===== src/rtl/mem_load_arbiter_pkg.sv =====
// Shared definitions for the memory port arbiter: the FSM state encoding and
// the default address and data widths that DP and the memory macro also use.
package mem_load_arbiter_pkg;

    localparam int AW_DEFAULT = 5;
    localparam int DW_DEFAULT = 8;

    typedef enum logic [2:0] {
        ST_RUN    = 3'd0,
        ST_DRAIN  = 3'd1,
        ST_LOAD   = 3'd2,
        ST_WRITE  = 3'd3,
        ST_RESUME = 3'd4
    } state_t;

endpackage


===== src/rtl/mem_load_arbiter_sync_edge.sv =====
// Synchroniser chain for a raw front-panel input, plus a registered
// single-cycle pulse on its synchronised rising edge.
module sync_edge #(
    parameter int STAGES = 2
) (
    input  logic clock,
    input  logic reset,
    input  logic din,
    output logic level,
    output logic pulse
);

    logic [STAGES-1:0] sync_q;
    logic [STAGES-1:0] sync_d;
    logic              prev_q;
    logic              prev_d;
    logic              pulse_q;
    logic              pulse_d;

    // Shift chain: stage 0 takes the raw input, each later stage the one before.
    assign sync_d[0] = din;
    for (genvar gi = 1; gi < STAGES; gi++) begin : g_chain
        assign sync_d[gi] = sync_q[gi-1];
    end

    // Edge detector: remember the last synchronised level, pulse on 0->1.
    always_comb begin
        prev_d  = sync_q[STAGES-1];
        pulse_d = sync_q[STAGES-1] & ~prev_q;
    end

    // State registers, all cleared by the synchronous reset.
    always_ff @(posedge clock) begin
        if (reset) begin
            sync_q  <= '0;
            prev_q  <= 1'b0;
            pulse_q <= 1'b0;
        end else begin
            sync_q  <= sync_d;
            prev_q  <= prev_d;
            pulse_q <= pulse_d;
        end
    end

    assign level = sync_q[STAGES-1];
    assign pulse = pulse_q;

endmodule


===== src/rtl/mem_load_arbiter.sv =====
// Shares the single program/data memory port between the CU/DP (run mode)
// and the front-panel loader (load mode), holding the CU while loading and
// pulsing a processor reset when run mode resumes.
module mem_load_arbiter
    import mem_load_arbiter_pkg::*;
#(
    parameter int AW          = AW_DEFAULT,
    parameter int DW          = DW_DEFAULT,
    parameter int RST_CYCLES  = 2,
    parameter int SYNC_STAGES = 2
) (
    input  logic          clock,
    input  logic          reset,
    input  logic          mode_load,
    input  logic          enter,
    input  logic [DW-1:0] sw_data,
    input  logic          cpu_req,
    input  logic          cpu_we,
    input  logic [AW-1:0] cpu_addr,
    input  logic [DW-1:0] cpu_wdata,
    output logic          cpu_gnt,
    output logic          cpu_rvalid,
    output logic [DW-1:0] cpu_rdata,
    output logic          cpu_hold,
    output logic          cpu_rst,
    output logic [AW-1:0] mem_addr,
    output logic          mem_we,
    output logic [DW-1:0] mem_wdata,
    input  logic [DW-1:0] mem_rdata,
    output logic [AW-1:0] load_addr,
    output logic [DW-1:0] disp_data
);

    state_t        state_q, state_d;
    logic [3:0]    cnt_q, cnt_d;
    logic [AW-1:0] load_addr_q, load_addr_d;
    logic [DW-1:0] disp_q, disp_d;
    logic          rvalid_q, rvalid_d;
    logic          mode_sync;
    logic          ent_pulse;
    logic          mode_pulse_unused;
    logic          enter_level_unused;

    sync_edge #(.STAGES(SYNC_STAGES)) u_sync_enter (
        .clock (clock),
        .reset (reset),
        .din   (enter),
        .level (enter_level_unused),
        .pulse (ent_pulse)
    );

    sync_edge #(.STAGES(SYNC_STAGES)) u_sync_mode (
        .clock (clock),
        .reset (reset),
        .din   (mode_load),
        .level (mode_sync),
        .pulse (mode_pulse_unused)
    );

    // Next-state and port steering; the loader owns the port outside RUN.
    always_comb begin
        state_d     = state_q;
        cnt_d       = cnt_q;
        load_addr_d = load_addr_q;
        disp_d      = disp_q;
        rvalid_d    = 1'b0;
        cpu_gnt     = 1'b0;
        cpu_hold    = 1'b1;
        cpu_rst     = 1'b0;
        mem_addr    = load_addr_q;
        mem_we      = 1'b0;
        mem_wdata   = sw_data;
        case (state_q)
            ST_RUN: begin
                cpu_hold  = 1'b0;
                cpu_gnt   = cpu_req;
                mem_addr  = cpu_addr;
                mem_wdata = cpu_wdata;
                mem_we    = cpu_req & cpu_we;
                rvalid_d  = cpu_req & ~cpu_we;
                if (mode_sync) begin
                    state_d = ST_DRAIN;
                end
            end
            ST_DRAIN: begin
                // One cycle for a read granted in the last RUN cycle to return.
                state_d = ST_LOAD;
            end
            ST_LOAD: begin
                disp_d = mem_rdata;
                if (ent_pulse) begin
                    state_d = ST_WRITE;
                end else if (!mode_sync) begin
                    state_d = ST_RESUME;
                    cnt_d   = '0;
                end
            end
            ST_WRITE: begin
                mem_we      = 1'b1;
                load_addr_d = load_addr_q + 1'b1;
                state_d     = ST_LOAD;
            end
            ST_RESUME: begin
                cpu_rst = 1'b1;
                if (cnt_q == 4'(RST_CYCLES - 1)) begin
                    state_d = ST_RUN;
                end else begin
                    cnt_d = cnt_q + 4'd1;
                end
            end
            default: begin
                state_d = ST_RUN;
            end
        endcase
        // Reset aborts any access in the same cycle, including a loader write.
        if (reset) begin
            cpu_gnt = 1'b0;
            mem_we  = 1'b0;
        end
    end

    // State, counter, loader address, display byte and read-valid registers.
    always_ff @(posedge clock) begin
        if (reset) begin
            state_q     <= ST_RUN;
            cnt_q       <= '0;
            load_addr_q <= '0;
            disp_q      <= '0;
            rvalid_q    <= 1'b0;
        end else begin
            state_q     <= state_d;
            cnt_q       <= cnt_d;
            load_addr_q <= load_addr_d;
            disp_q      <= disp_d;
            rvalid_q    <= rvalid_d;
        end
    end

    assign cpu_rvalid = rvalid_q;
    assign cpu_rdata  = mem_rdata;
    assign load_addr  = load_addr_q;
    assign disp_data  = disp_q;

endmodule


===== config.mk =====
export PLATFORM = sky130hd
export DESIGN_NAME = mem_load_arbiter
export DESIGN_NICKNAME = d
export VERILOG_FILES = /design/src/rtl/mem_load_arbiter_pkg.sv /design/src/rtl/mem_load_arbiter_sync_edge.sv /design/src/rtl/mem_load_arbiter.sv
export SDC_FILE = /design/constraint.sdc
export NUM_CORES = 1
export LEC_CHECK = 0
export ABC_CLOCK_PERIOD_IN_PS = 2130
export CORE_MARGIN = 4
export CORE_UTILIZATION = 38
export CTS_CLUSTER_DIAMETER = 120
export CTS_CLUSTER_SIZE = 30
export DETAILED_ROUTE_END_ITERATION = 8
export PLACE_DENSITY = 0.91
export RECOVER_POWER = 100
export SLEW_MARGIN = 25
export SYNTH_ARGS = -nofsm -noshare
export SYNTH_HDL_FRONTEND = slang
export SYNTH_SLANG_ARGS = --single-unit

===== constraint.sdc =====
create_clock -name clock -period 2.13 [get_ports clock]
set_input_delay 0.426 -clock clock [delete_from_list [all_inputs] [get_ports clock]]
set_output_delay 0.426 -clock clock [all_outputs]
set_load 0.03 [all_outputs]

Word level (Yosys, flattened, before mapping)
Index checks and enable logic that the tools add are counted.

Flip-flop bits (word level): 27. Input port bits: 35. Output and inout port bits: 39. Logic and storage cells: 51.

$add $sub $neg: 2. Equality and inequality tests: 11. Multiplexer cells: 17. Bitwise operators: 6. Reductions and logical operators: 6.

Operators with widths (count): $mux 3 (4); $mux 4 (3); $pmux 3 s4 (1); $mux 8 (1); $ne 2x2->1 const B (4); $pmux 4 s2 (1); $eq 3x2->1 const B (2); $add 5x1->5 const B (1); $mux 1 (5); $mux 5 (1); $add 4x1->4 const B (1); $eq 4x1->1 const B (1); $reduce_and 4->1 (1); $reduce_or 2->1 (2); $and 1x1->1 (3); $eq 3x1->1 const B (1); $eq 3x3->1 const B (1); $logic_not 3->1 (1); $ne 3x3->1 const B (1); $not 1->1 (3); $reduce_and 3->1 (1); $ne 2x1->1 const B (1); $pmux 1 s2 (1); $reduce_bool 2->1 (1).

Logic depth before layout (Yosys ltp)
Depth in word-level cells: 3. Mapped depth: 5. Gate-level depth less buffers: 5.

Modules after synthesis
Synthesis repeated with hierarchy kept, for this count alone.

Cell total of the unflattened synthesis: 134. Area, all modules: 1335.0 um^2.

Modules (own cells, without submodules): mem_load_arbiter (instances 1, cells an instance 118, area each 1112.3 um^2, seq. area each 420.4 um^2); sync_edge (instances 2, cells an instance 8, area each 111.4 um^2, seq. area each 80.1 um^2).

Worst setup path after synthesis
Ideal clock, no wire load.

Kind: flip-flop to output port. Start: reg state_q[0]. End: out mem_we. Arrival: 1.617 ns. Data required time: 1.704 ns. Setup slack: 0.087 ns. Cell stages (with the launch flop): 6. Path buffers: 2. Cell sequence: dfxtp_1 -> buf_2 -> nor3_2 -> buf_4 -> nand3_1 -> a21oi_1.

Cells in the longest elaborated chain, start to end: 3. Elaborated cells on any way between the ends: 4. Those cells by class: eq/ne: 1; mux: 2; reduce/logical: 1.

RTL lines: start, declared (RTL line mem_load_arbiter.sv:34) `state_t state_q, state_d;`; start signal, assigned (RTL line mem_load_arbiter.sv:131) `state_q <= state_d;`; $eq 3x2->1 / $logic_not 3->1 (equally long branches) (RTL line mem_load_arbiter.sv:73) `case (state_q)`; $pmux 1 s2 (*) (RTL line mem_load_arbiter.sv:73); $mux 1 (*) (RTL line mem_load_arbiter.sv:116) `if (reset) begin`; end, declared (RTL line mem_load_arbiter.sv:27) `output logic mem_we,`.

Every way passes the cells marked *; elsewhere a longest branch is shown, timed or not.

Final worst setup path
Start: reg state_q[2]. End: out mem_wdata[1].

Cells in the longest elaborated chain, start to end: 2.

RTL lines: $logic_not 3->1 (RTL line mem_load_arbiter.sv:73); $mux 8 (RTL line mem_load_arbiter.sv:73); end, declared (RTL line mem_load_arbiter.sv:28) `output logic [DW-1:0] mem_wdata,`.

No other way between the ends.

==> run metrics <==
status complete, no violations; Psw ~0.29 mW; Reg clk slew, reported paths 140 ps; first drt pass iteration count 6; worst IR drop on VDD 0.4006 mV; antenna viol nets, final 0; commonest cells after routing, fill and taps aside 56 x clkdlybuf4s50_1, 24 x dfxtp_1, 16 x nor2_1; GRT overflow 0; total CTS buffers 3; Iteration-0 DRC Markers 27; clk sinks 27; length of routed met2 wiring between 1500 and 2000 µm; fin crit share between 90% and 100%; Worst Max-Slew Pin Slew 332.7 ps; DRC viols 0; HPWL Detailed ~2700 µm; clk_skew between 4 and 5 ps; initial core utilization between 40% and 50%; ys async rst share 0%; worst-skew pair later-pin latency 320 ps; share of the yosys chip area belonging to registers 41.62%; WP data arrival ~1700 ps; WHS approximately 400 ps; Final Wtd Congestion about 0.76; wire per inst 14.49 µm; leakage power 0.9405 nW; hold_buf cts 0; Vias 1217; Ys Warns 0; met1 wire length 1310 µm; ys flop type dfxtp_1; Synth Register Bits 27; share of layout cells above drive strength 1 between 20% and 30%; Worst Hold Class reg2reg; Core Box Area between 3000 and 4000 µm²; Setup violations, final 0; htree depth 1; overall routed net length around 3600 µm; Gate power share around 28%; Final #Nets 242; Met3 Wirelength 342 µm; initial antenna violation count 0; Ports 74; crit end category output port; Int Pwr 0.7421 mW; unrepaired setup endpoints after global routing yes; largest net degree at the start of global routing 20; cell area power density approximately 500 nW/µm²; max-cap violation count 0; row cnt 20; Root Driver clkbuf_4; worst-path fanout max 6; Die Area 4417 µm²; all-layer global routing usage around 15%; fin crit period between 2000 and 2500 ps; startpoint types flop; Post-synth EDFFs 0; Mapped Nets 169; die height about 66 µm; cell area after synthesis 1299 µm²; Bufs on Longest Clock Path 2; max layer used met4; Max transition margin 77.75%; total power 1.029 mW; CP Data Required Time 1700 ps; vias per cell just under 5; Slew Limit Fails 0; switching share of power 27.88%; first-pass GRT wire length 5085 µm; sequential group share of total power ~51%; critical path type reg2out; Avg Inst Size Synth 9.914 µm²; die width 66.46 µm; Synth Instances 131; fmax 476.1 MHz; Hold Fails Final Rpt 0; Clk network pwr share 21.1%; number of global-route vias before repair 1184; P&R area growth vs syn 62.52%; Final Util 66.94%; I/O Buffers 73; CTS tree done; # diodes 0; unique cell type count in the Yosys netlist 33; commonest non-fill, non-tap cell in the layout clkdlybuf4s50_1
-- metal layers --
layer,track usage [%],vias to the layer above
li1,-,593
met1,14.61,566
met2,28.75,55
met3,4.890,3
met4,4.822,0
met5,0,-
-- cells by family (layout without fill, tap and decap cells) --
group / after synthesis / count (layout) / synth area share, %
AND/OR/NAND/NOR: 45 / 45 / 19.17
flip-flops: 27 / 27 / 41.62
multiplexers: 24 / 24 / 20.13
buffers and inverters: 18 / 90 / 8.381
AO/OA/AOI/OAI: 12 / 12 / 6.455
adder cells (fa/ha/maj): 3 / 3 / 2.890
XOR/XNOR: 2 / 2 / 1.349
-- worst paths after layout --
kind / slack (ps) / endpoint / start / cells past startpoint
hold / removal: 390 / u_sync_enter.pulse / u_sync_enter.prev_q / 1
hold reg to reg: 390 / u_sync_enter.pulse / u_sync_enter.prev_q / 1
setup / recovery: 30 / mem_wdata[1] / state_q[2] / 4
setup reg to reg: 310 / cnt_q[1] / cnt_q[0] / 4
-- sequential cells by signal, indices dropped and copies added, names as in the netlist --
| signal | cells |
|---|---|
| cpu_rvalid | 1 |
| u_sync_mode.sync_q | 2 |
| u_sync_enter.pulse | 1 |
| disp_data | 8 |
| state_q | 3 |
| u_sync_enter.sync_q | 2 |
| load_addr | 5 |
| cnt_q | 4 |
| u_sync_enter.prev_q | 1 |
-- critical path: stages (launching register included) --
cell             delay [ps]
dfxtp_2                 360
nor3_4                  230
buf_6                   160
mux2_2                  330
clkdlybuf4s15_2         280
-- per-stage QoR --
stage                     cell area, µm²  setup slack, ps  std cells  setup TNS, ps
after floorplan                     1299            86.77        131              0
after global placement              2026            32.89        241              0
after detailed placement            2026            6.951        241              0
after CTS                           2082           -46.06        247         -137.4
after global routing                2111           -34.58        247         -47.21
final                               2111            29.38        247              0
-- repair_timing --
action	4_1_cts	5_1_grt
endpoints found under the setup margin	12	13
gates cloned	1	0
gates resized for setup	22	29
pin swaps	1	1
setup buffers	1	0
-- power groups by stage --
stage	Sequential [mW]	Clock (mW)	Combinational, mW
2_1_floorplan	0.535	0	0.141
3_3_place_gp	0.530	0	0.274
3_5_place_dp	0.530	0	0.277
4_1_cts	0.520	0.228	0.280
5_1_grt	0.521	0.245	0.306
6_report	0.520	0.218	0.292
-- Yosys cell counts, drive strengths merged, types with 2 or more instances --
cell type / number / share of area [%]
a21oi: 5 / 1.9
buf: 12 / 6.6
clkbuf: 3 / 0.87
dfxtp: 27 / 42
ha: 3 / 2.9
inv: 2 / 0.58
mux2: 14 / 12
mux2i: 10 / 7.7
nand2: 2 / 0.58
nand3: 3 / 1.2
nor2: 16 / 4.6
nor2b: 7 / 3.4
nor3: 4 / 1.9
nor3b: 2 / 1.2
o21ai: 2 / 0.77
or3: 3 / 1.4
or3b: 3 / 2.2
xor2: 2 / 1.3
-- final cells by class --
cell class | instances | area, µm²
clock buffers | 4 | 26.28
well taps | 44 | 55.05
flip-flops and latches | 27 | 544.3
inverters | 3 | 12.51
fillers | 265 | 1042
multi-input cells | 86 | 674.4
repair buffers | 83 | 798.3
No activity file was read; power rests on OpenSTA's default activity.
